`config.mk`:
```
export PLATFORM = sky130hd
export DESIGN_NAME = branch_unit
export DESIGN_NICKNAME = d
export VERILOG_FILES = /design/src/rtl/cmpop_pkg.sv /design/src/rtl/branch_pkg.sv /design/src/rtl/cmp.sv /design/src/rtl/branch_unit.sv
export SDC_FILE = /design/constraint.sdc
export NUM_CORES = 1
export LEC_CHECK = 0
export ABC_AREA = 0
export CAP_MARGIN = 20
export CORE_MARGIN = 5
export CORE_UTILIZATION = 50
export CTS_BUF_LIST = sky130_fd_sc_hd__clkbuf_8
export CTS_CLUSTER_DIAMETER = 60
export CTS_CLUSTER_SIZE = 12
export DETAILED_ROUTE_END_ITERATION = 10
export PLACE_DENSITY = 0.9
export SYNTH_ARGS = -nofsm -noshare
export SYNTH_HDL_FRONTEND = slang
export SYNTH_HIERARCHICAL = 1
export SYNTH_SLANG_ARGS = --single-unit
```
`constraint.sdc`:
```
create_clock -name i_clk -period 2.9 [get_ports i_clk]
set_input_delay 0.29 -clock i_clk [delete_from_list [all_inputs] [get_ports i_clk]]
set_output_delay 0.29 -clock i_clk [all_outputs]
set_load 0.005 [all_outputs]
```
`src/rtl/cmpop_pkg.sv`:
```
// Shared compare-opcode encodings used by every block that drives the cmp comparator.
package cmpop_pkg;

   typedef enum logic [2:0] {
      CMP_BEQ  = 3'd0,
      CMP_BNE  = 3'd1,
      CMP_BLT  = 3'd4,
      CMP_BGE  = 3'd5,
      CMP_BLTU = 3'd6,
      CMP_BGEU = 3'd7
   } cmpop_t;

endpackage

```
`src/rtl/branch_pkg.sv`:
```
// Branch-unit types, the squash-depth default and the compare-opcode legality check.
package branch_pkg;
   import cmpop_pkg::*;

   typedef enum logic [1:0] {
      NONE   = 2'd0,
      BRANCH = 2'd1,
      JAL    = 2'd2,
      JALR   = 2'd3
   } br_type_t;

   typedef enum logic {
      RUN    = 1'b0,
      SQUASH = 1'b1
   } squash_state_t;

   localparam int unsigned SQUASH_DEPTH_DEF = 2;

   function automatic logic cmpop_legal(input logic [2:0] op);
      return (op == CMP_BEQ)  || (op == CMP_BNE)  || (op == CMP_BLT) ||
             (op == CMP_BGE)  || (op == CMP_BLTU) || (op == CMP_BGEU);
   endfunction

endpackage

```
`src/rtl/cmp.sv`:
```
// Integer comparator for conditional branches; unknown opcodes yield 0.
module cmp
   import cmpop_pkg::*;
(
   input  logic [31:0] a_i,
   input  logic [31:0] b_i,
   input  logic [2:0]  op_i,
   output logic        res_o
);

   always_comb begin
      res_o = 1'b0;
      case (op_i)
         CMP_BEQ:  res_o = (a_i == b_i);
         CMP_BNE:  res_o = (a_i != b_i);
         CMP_BLT:  res_o = ($signed(a_i) <  $signed(b_i));
         CMP_BGE:  res_o = ($signed(a_i) >= $signed(b_i));
         CMP_BLTU: res_o = (a_i <  b_i);
         CMP_BGEU: res_o = (a_i >= b_i);
         default:  res_o = 1'b0;
      endcase
   end

endmodule

```
`src/rtl/branch_unit.sv`:
```
// Resolves branches/jumps with a one-entry result slot and discards the
// SQUASH_DEPTH wrong-path inputs that follow any redirect or misaligned target.
module branch_unit
   import branch_pkg::*;
#(
   parameter int unsigned SQUASH_DEPTH = SQUASH_DEPTH_DEF
) (
   input  logic        i_clk,
   input  logic        i_rst_n,
   input  logic        i_valid,
   output logic        o_ready,
   input  logic [31:0] i_pc,
   input  logic [31:0] i_rs1,
   input  logic [31:0] i_rs2,
   input  logic [31:0] i_imm,
   input  logic [1:0]  i_br_type,
   input  logic [2:0]  i_cmpop,
   output logic        o_valid,
   input  logic        i_ready,
   output logic        o_redirect,
   output logic [31:0] o_target,
   output logic [31:0] o_link,
   output logic        o_misalign
);

   localparam logic [2:0] DEPTH = 3'(SQUASH_DEPTH);

   squash_state_t state_q, state_d;
   logic [2:0]    cnt_q, cnt_d;
   logic          valid_q, valid_d;
   logic          redirect_q, redirect_d;
   logic          misalign_q, misalign_d;
   logic [31:0]   target_q, target_d;
   logic [31:0]   link_q, link_d;

   logic          cmp_res;
   logic          accept;
   logic          taken_c, misalign_c, redirect_c;
   logic [31:0]   dest_c, link_c, out_target_c;

   cmp u_cmp (
      .a_i   (i_rs1),
      .b_i   (i_rs2),
      .op_i  (i_cmpop),
      .res_o (cmp_res)
   );

   // Squash inputs are consumed even while the result slot is stalled.
   assign o_ready = (cnt_q != 3'd0) || !valid_q || i_ready;
   assign accept  = i_valid && o_ready;

   always_comb begin
      taken_c = 1'b0;
      dest_c  = i_pc + i_imm;
      case (br_type_t'(i_br_type))
         BRANCH:  taken_c = cmp_res && cmpop_legal(i_cmpop);
         JAL:     taken_c = 1'b1;
         JALR: begin
            taken_c = 1'b1;
            dest_c  = (i_rs1 + i_imm) & ~32'h1;
         end
         default: taken_c = 1'b0;
      endcase
      link_c       = i_pc + 32'd4;
      misalign_c   = taken_c && (dest_c[1:0] != 2'b00);
      redirect_c   = taken_c && !misalign_c;
      out_target_c = taken_c ? dest_c : link_c;
   end

   always_comb begin
      state_d = state_q;
      cnt_d   = cnt_q;
      case (state_q)
         RUN: begin
            if (accept && (redirect_c || misalign_c)) begin
               cnt_d   = DEPTH;
               state_d = SQUASH;
            end
         end
         SQUASH: begin
            if (accept) begin
               cnt_d = cnt_q - 3'd1;
               if (cnt_q == 3'd1) state_d = RUN;
            end
         end
         default: begin
            state_d = RUN;
            cnt_d   = '0;
         end
      endcase
   end

   always_comb begin
      valid_d    = valid_q;
      redirect_d = redirect_q;
      misalign_d = misalign_q;
      target_d   = target_q;
      link_d     = link_q;
      if (accept && (state_q == RUN)) begin
         valid_d    = 1'b1;
         redirect_d = redirect_c;
         misalign_d = misalign_c;
         target_d   = out_target_c;
         link_d     = link_c;
      end else if (valid_q && i_ready) begin
         valid_d = 1'b0;
      end
   end

   always_ff @(posedge i_clk or negedge i_rst_n) begin
      if (!i_rst_n) begin
         state_q <= RUN;
         cnt_q   <= '0;
      end else begin
         state_q <= state_d;
         cnt_q   <= cnt_d;
      end
   end

   always_ff @(posedge i_clk or negedge i_rst_n) begin
      if (!i_rst_n) begin
         valid_q    <= 1'b0;
         redirect_q <= 1'b0;
         misalign_q <= 1'b0;
         target_q   <= '0;
         link_q     <= '0;
      end else begin
         valid_q    <= valid_d;
         redirect_q <= redirect_d;
         misalign_q <= misalign_d;
         target_q   <= target_d;
         link_q     <= link_d;
      end
   end

   assign o_valid    = valid_q;
   assign o_redirect = redirect_q;
   assign o_misalign = misalign_q;
   assign o_target   = target_q;
   assign o_link     = link_q;

endmodule
```
==> summary.md, run 1 <==
| Metric | Value |
|---|---|
| Family with the most delay on the worst path | simple AND/OR/NAND/NOR gates |
| Top cell type's share of synthesized area | between 20 and 25% |
| #FFs+latches synth | 71 |
| Critical path launch point | i_rs1[18] |
| Switching component of the power | ~2500 µW |
| Max_cap viols | 0 |
| GRT Overall Usage | between 30% and 40% |
| Leading area contributor after synthesis | dfrtp_1 |
| CTS clk-pin slew, worst paths | 0.09 ns |
| Vertical extent of the die | around 140 µm |
| Share of the cycle needed by the critical path after routing | 102% |
| Total Die Area | between 15000 and 20000 µm² |
| Most instantiated library cell after synthesis | nand2_1 |
| Critical Path Sink | o_target[24]$_DFFE_PN0P_ |
| Total clock buffers created by CTS | 9 |
| Clock Latency Late Sink | between 0.3 and 0.4 ns |
| Shortest period the worst path allows | between 2 and 3 ns |
| Achievable Freq | 338 MHz |
| Reg power frac | between 20% and 30% |
| Final worst slack | -0.0579 ns |
| Setup repair after global routing missed its margin | yes |
| Clock tree skew after final layout | approximately 0.023 ns |
| Netlist area before placement | between 7000 and 8000 µm² |
| Number of nets in the layout | roughly 1700 |
| Crit Reg-Reg Startpoint | cnt_q[0]$_DFFE_PN0P_ |
| Routed via count | ~10000 |
| Logic pwr share | 58.3% |
| Maximum buffer depth of the clock tree | 2 |
| Pwr Density | about 500 nW/µm² |
| Number of slew-limit violations in the final report | 0 |
| Min-Delay Path Class | in -> reg |
| Kind of critical path | in -> reg |
| First-pass detailed-route iteration total | 6 |
| Worst-path cell chain | clkdlybuf4s15_1, ha_4, and4_4, and4bb_4, and4_4, nor3_4, nor3_4, nor3b_4, buf_4, a31oi_4, clkbuf_16, a21oi_2, nand3_1, o21ai_0 |
| Standard cell area after detailed placement | ~12000 µm² |
| Top-level I/O count | between 200 and 250 |
| Cell leakage power | between 0.005 and 0.006 µW |
| Result of the run | complete, but fails checks |
| Most area-consuming cells after synthesis | dfrtp_1, ha_1, nand2_1 |
| Number of global-route vias before repair | approximately 9700 |
| Endpoint type of the worst setup path | flop |
| Rows | 46 |
| CP startpoint kind | primary input |
| Post-synthesis to final-layout area growth | 61.7% |
| Maximum ir drop on the vdd rail | a little over 0.3 mV |
| Total wire length | 34500 µm |
| Count of final hold-check violations | 0 |
| Cells on worst reg2reg path | 8 |
| Worst rel slew slack | a little under three fifths |
| Average size of a mapped cell | between 7 and 8 µm² |
| IO Port Bufs | just over 200 |
| Clock Tree Root | clkbuf_8 |
| Core Box Area | about 16000 µm² |
| Worst Max-Slew Pin Slew | ~0.65 ns |
| Data required time at the worst endpoint | approximately 3.2 ns |
| Initial core utilization | approximately half |
| Fraction of the yosys area taken by sequential cells | 22.2% |
| Largest net degree at the start of global routing | 45 |
| Final Setup Violations | 15 |
| Die X-Extent | between 100 and 150 µm |
| Cells after Synth | ~1000 |
| Residual antenna-violating net count after detailed routing | 0 |
| Sinks on Clock Net | 71 |
| Largest stage delay on the critical path | ~0.32 ns |
| Overflow left after global routing | 0 |
| Total Power | roughly 6400 µW |
| Crit path max fanout | 8 |
| Post-synth top cells | nand2_1, a21oi_1, ha_1 |
| Share of cells above drive strength 1 | a little under a third |
| Number of enable flip-flop cells after synthesis | 0 |
| Synthesis warning total | 6 |
| Ratio of routed vias to standard cells | ~6.2 |
| Capturing point of the worst reg2reg path | o_target[3]$_DFFE_PN0P_ |
| Number of logic stages on the critical path including buffering | 14 |
| Routability Congestion | between 0.9 and 1 |
| Estimated wirelength of the detail-placed design | approximately 24000 µm |
| Internal power | just under 4000 µW |
| Most used flip-flop cell after synthesis | dfrtp_1 |
| Distinct cell type count after synthesis | 70 |
| Remaining routing DRC violations | 0 |
| Async SR Flop Fraction | 100% |
| CTS tree | built |
| H-tree Lvls | 3 |
| Post-layout instance area | between 10000 and 15000 µm² |
| Violated checks | setup timing |
| Routed wirelength normalized by instance count | a little over 20 µm |
| Number of buffers and inverters on the critical path | 3 |
| Switching power share of the total | around 38% |
| Antenna violations before repair | 1 |
| Cell at the slowest stage of the critical path | and4bb_4 |
| Wire length of the first global-routing pass | about 48000 µm |
| Share of power burned in the clock network | about 14% |
| Arrival time of data at the critical path endpoint | ~3.2 ns |
| Initial DRC count | between 1000 and 1500 |
| Net count after synthesis | 1283 |
| R2R Setup Slk | ~0.4 ns |
logic make-up after synthesis:
kind of cell    Yosys count  share of synthesized area [%]
simple gates            362                           21.3
fa+ha+maj                99                           15.7
xor+xnor                 80                           8.77
flops                    71                           22.2
compound gates          335                           26.7
mux                       6                          0.751
buf+inv                  94                           4.52
how the worst min path moves through the flow:
stage / start / endpoint / slack, ns / cells after the start
finish: i_pc[1] / o_target[1]$_DFFE_PN0P_ / 0.32 / 3
global route: i_pc[1] / o_target[1]$_DFFE_PN0P_ / 0.33 / 3
CTS: o_target[6]$_DFFE_PN0P_ / o_target[6]$_DFFE_PN0P_ / 0.48 / 2
detailed placement: i_rst_n / o_link[1]$_DFFE_PN0P_ / 0.35 / 1
global placement: i_rst_n / o_link[0]$_DFFE_PN0P_ / 0.34 / 1
floorplan: i_rst_n / cnt_q[0]$_DFFE_PN0P_ / -0.006 / 0
cell type report:
class,instances,area (µm²)
tap,216,270
inverter,54,203
sequential,71,1780
antenna,1,2.50
clock inverter,7,95.1
timing repair buffer,447,3750
multi-input combinational,882,6700
clock buffer,9,124
fill,922,2850
power groups by stage:
| stage | sequential, µW | clock, µW | combinational, µW |
|---|---|---|---|
| 2_1_floorplan | 1750 | 0 | 1410 |
| 3_3_place_gp | 1760 | 0 | 3260 |
| 3_5_place_dp | 1770 | 0 | 3390 |
| 4_1_cts | 1760 | 902 | 3490 |
| 5_1_grt | 1830 | 946 | 4020 |
| 6_report | 1780 | 912 | 3750 |
layer usage:
metal	GRT usage [%]	wire length, µm	up-vias
li1	-	-	4626
met4	12.4	1960	0
met3	6.51	3700	185
met1	42.6	13000	4820
met5	0	0	-
met2	52.7	15900	790
registers in the layout, summed over array words and instances (netlist names):
| register | flops |
|---|---|
| o_link | 32 |
| o_target | 32 |
| cnt_q | 3 |
| o_misalign | 1 |
| o_redirect | 1 |
| o_valid | 1 |
| state_q | 1 |
timing repair:
action / CTS / global route
setup endpoints to repair: 37 / 37
resized for setup: 154 / 200
setup buffers: 7 / 9
cloned: 0 / 1
endpoints found under the hold margin: 27 / 0
pin swaps: 44 / 69
hold buffers: 1 / 0
placed cells by master (no fill, tap or decap), types with 6 or more instances in the layout:
master | Yosys | layout
clkdlybuf4s15_1 | 0 | 12
and3_1 | 13 | 13
inv_2 | 0 | 27
a22o_1 | 8 | 8
nor2_1 | 67 | 63
o21a_1 | 9 | 9
o21ai_0 | 89 | 73
dlygate4sd2_1 | 0 | 6
clkbuf_8 | 0 | 9
buf_4 | 0 | 233
o21ai_1 | 3 | 15
nor3_1 | 15 | 12
xnor2_1 | 46 | 45
clkdlybuf4s50_1 | 0 | 128
o21bai_1 | 9 | 9
clkbuf_2 | 0 | 43
nand4_1 | 16 | 16
mux2i_1 | 6 | 6
ha_1 | 97 | 64
nand3_1 | 35 | 31
a21oi_2 | 2 | 13
a21oi_1 | 97 | 85
nand2_1 | 158 | 154
nand2b_1 | 15 | 12
and2_1 | 7 | 8
ha_4 | 0 | 31
dfrtp_1 | 71 | 71
a211oi_2 | 2 | 6
dlymetal6s2s_1 | 0 | 12
inv_1 | 54 | 27
xor2_1 | 34 | 34
a31oi_1 | 9 | 9
a21o_1 | 30 | 30
nor2b_1 | 7 | 7
o211ai_1 | 11 | 11
stage by stage:
step           utilization (%)  setup TNS (ns)  hold WS, ns  setup slack [ns]  std cells
3_5_place_dp              75.4          -20.63        0.345            -0.805       1652
3_3_place_gp              75.4          -18.40        0.340            -0.643       1652
5_1_grt                   82.0           -1.22        0.330            -0.131       1687
4_1_cts                   79.5               0        0.479           0.00266       1676
2_1_floorplan                -               0     -0.00559            0.0825       1047
6_report                  82.0          -0.455        0.325           -0.0579       1687
worst min-delay path, delay by kind of cell:
family	cells	cell delay (ns)
AOI/OAI and AO/OA	1	0.07
buffers and inverters	1	0.19
and+or+nand+nor	1	0.09
Note: power is estimated with default switching activity, not from simulation.
==> inputs of run 2 (changes only) <==
--- a/config.mk
+++ b/config.mk
@@ -7,6 +7,7 @@
 export LEC_CHECK = 0
 export ABC_AREA = 0
 export CAP_MARGIN = 20
+export CORE_ASPECT_RATIO = 1.2
 export CORE_MARGIN = 5
 export CORE_UTILIZATION = 50
 export CTS_BUF_LIST = sky130_fd_sc_hd__clkbuf_8
==> run 2 against run 1 <==
The run still ends with setup timing left. Highest routed layer unchanged. Die area about the same. Cell count down 1.8%. Wire length down 3.9%.
==> summary.md, run 2 (synthesis gave the netlist of run 1 again) <==
| Metric | Value |
|---|---|
| Post-layout instance area | 12600 µm² (was 12900 µm²) |
| Vertical extent of the die | 149 µm (was 136 µm) |
| Number of nets in the layout | 1679 (was 1701) |
| Clock tree skew after final layout | 0.00942 ns (was 0.0226 ns) |
| Logic pwr share | 58.8% (was 58.3%) |
| Routing usage on met1 | 37.1% (was 42.6%) |
| Achievable Freq | 335 MHz (was 338 MHz) |
| Endpoint type of the worst setup path | flop (unchanged) |
| First-pass detailed-route iteration total | 7 (was 6) |
| Arrival time of data at the critical path endpoint | 3.27 ns (was 3.24 ns) |
| Internal power | 3790 µW (was 3970 µW) |
| Share of cells above drive strength 1 | 26.5% (was 30.6%) |
| Count of final hold-check violations | 0 (unchanged) |
| Reg power frac | 28.8% (was 27.6%) |
| Number of global-route vias before repair | 9944 (was 9692) |
| Standard cell area after detailed placement | 11800 µm² (was 11900 µm²) |
| Pwr Density | 489 nW/µm² (was 499 nW/µm²) |
| Area occupied by multi-input gates | 6580 µm² (was 6700 µm²) |
| Maximum buffer depth of the clock tree | 2 (unchanged) |
| Register cell area after layout | 1780 µm² (unchanged) |
| Crit Reg-Reg Startpoint | cnt_q[0]$_DFFE_PN0P_ (unchanged) |
| Shortest period the worst path allows | 2.98 ns (was 2.96 ns) |
| Core Box Area | 15600 µm² (was 15800 µm²) |
| Cells on worst reg2reg path | 8 (unchanged) |
| Maximum ir drop on the vdd rail | 0.296 mV (was 0.303 mV) |
| Antenna violations before repair | 1 (unchanged) |
| Post-synthesis to final-layout area growth | 57.6% (was 61.7%) |
| IO Port Bufs | 204 (unchanged) |
| Sinks on Clock Net | 71 (unchanged) |
| Routed wirelength normalized by instance count | 20.0 µm (was 20.5 µm) |
| Result of the run | complete, but fails checks (unchanged) |
| Post-placement cell count | 1631 (was 1652) |
| Rows | 50 (was 46) |
| Estimated wirelength of the detail-placed design | 24000 µm (was 24200 µm) |
| Min-Delay Path Class | in -> async (was in -> reg) |
| Final worst slack | -0.0846 ns (was -0.0579 ns) |
| CTS clk-pin slew, worst paths | 0.07 ns (was 0.09 ns) |
| Crit path max fanout | 3 (was 8) |
| Top-level I/O count | 205 (unchanged) |
| GRT Overall Usage | 31.2% (was 32.5%) |
| Total wire length | 33200 µm (was 34500 µm) |
| Worst rel slew slack | 40.3% (was 56.8%) |
| Routed via count | 10248 (was 10421) |
| R2R Setup Slk | 0.45 ns (was 0.40 ns) |
| Clock Tree Root | clkbuf_8 (unchanged) |
| Share of power burned in the clock network | 12.4% (was 14.1%) |
| Switching power share of the total | 38.5% (was 38.4%) |
| Worst Max-Slew Pin Slew | 0.895 ns (was 0.648 ns) |
| Share of the cycle needed by the critical path after routing | 103% (was 102%) |
| Die X-Extent | 125 µm (was 136 µm) |
| GRT met2 Usage | 54.8% (was 52.7%) |
| H-tree Lvls | 3 (unchanged) |
| Most frequent cells in the layout | buf_4, nand2_1, clkdlybuf4s50_1 (unchanged) |
| Initial core utilization | 51.1% (was 50.7%) |
| Max_cap viols | 0 (unchanged) |
| Routability Congestion | 0.992 (was 0.983) |
| Data required time at the worst endpoint | 3.18 ns (about the same) |
| Ratio of routed vias to standard cells | 6.18 (about the same) |
| Final Setup Violations | 1 (was 15) |
| Initial DRC count | 977 (was 1250) |
| Clock Latency Late Sink | 0.34 ns (was 0.37 ns) |
| Remaining routing DRC violations | 0 (unchanged) |
| Violated checks | setup timing (unchanged) |
| Cell leakage power | 0.00581 µW (was 0.00599 µW) |
| Number of slew-limit violations in the final report | 0 (unchanged) |
| Total Power | 6160 µW (was 6440 µW) |
| Residual antenna-violating net count after detailed routing | 0 (unchanged) |
| Kind of critical path | in -> reg (unchanged) |
| Largest net degree at the start of global routing | 72 (was 45) |
| Non-Filler Instances | 1657 (was 1687) |
| Switching component of the power | 2370 µW (was 2480 µW) |
| Overflow left after global routing | 0 (unchanged) |
| Most common library cell in the layout ignoring fill and taps | buf_4 (unchanged) |
| CP startpoint kind | primary input (unchanged) |
| Total Die Area | 18600 µm² (about the same) |
| Most Crowded Layer GR | met2 (unchanged) |
| Hold buffers post-CTS | 0 (was 1) |
| Total clock buffers created by CTS | 9 (unchanged) |
| Capturing point of the worst reg2reg path | o_target[7]$_DFFE_PN0P_ (was o_target[3]$_DFFE_PN0P_) |
| Met3 track demand over resource | 4.49% (was 6.51%) |
| Fill count | 938 (was 922) |
| CTS tree | built (unchanged) |
| Wire length of the first global-routing pass | 48000 µm (was 48400 µm) |
[run 2: stage by stage]
step	hold slack (ns)	utilization, %	setup slack, ns	setup TNS, ns
3_5_place_dp	0.458	75.2	-0.840	-24.43
3_3_place_gp	0.451	75.2	-0.744	-21.03
4_1_cts	0.172	79.3	0.000675	0
6_report	0.144	80.5	-0.0846	-0.0846
2_1_floorplan	-0.00559	-	0.0825	0
5_1_grt	0.204	80.5	-0.145	-0.858
[run 2: metal layers]
metal	part of all wire (%)	routed length, µm	vias to the layer above
met5	0	0	-
met4	6.8	2270	0
li1	-	-	4591
met2	48	15800	686
met3	9.1	3010	220
met1	37	12100	4751
[run 2: critical path: stages]
cell	delay, ns
clkdlybuf4s50_1	0.49
ha_1	0.35
o21ai_0	0.27
a21oi_1	0.14
a221o_2	0.36
a221o_2	0.40
a211oi_2	0.23
o41ai_2	0.13
xnor2_1	0.16
a221oi_2	0.28
a22o_1	0.17
[run 2: repair_timing]
action	CTS	global route
buffers inserted	7	4
endpoints found under the setup margin	38	33
pin swaps	51	46
gates resized for setup	161	101
[run 2: worst max-delay path by stage]
stage	end	cells past startpoint	startpoint
4_1_cts	o_target[29]$_DFFE_PN0P_	14	i_rs1[12]
6_report	o_target[23]$_DFFE_PN0P_	11	i_imm[5]
2_1_floorplan	o_target[29]$_DFFE_PN0P_	13	i_rs2[27]
3_5_place_dp	o_target[29]$_DFFE_PN0P_	14	i_rs1[1]
5_1_grt	o_target[23]$_DFFE_PN0P_	11	i_pc[3]
3_3_place_gp	o_target[29]$_DFFE_PN0P_	15	i_rs2[1]
[run 2: power groups by stage]
stage	registers [µW]	clock network, µW	logic (µW)
5_1_grt	1820	823	3880
2_1_floorplan	1750	0	1410
3_5_place_dp	1770	0	3350
4_1_cts	1760	772	3450
3_3_place_gp	1760	0	3220
6_report	1770	767	3620
[run 2: area by class of cell]
| cell class | instances | share of cell area [%] |
|---|---|---|
| clock inverter | 7 | 0.526 |
| tap | 208 | 2.07 |
| antenna | 1 | 0.0199 |
| timing repair buffer | 425 | 28.4 |
| inverter | 54 | 1.61 |
| multi-input combinational | 882 | 52.3 |
| sequential | 71 | 14.1 |
| clock buffer | 9 | 0.983 |
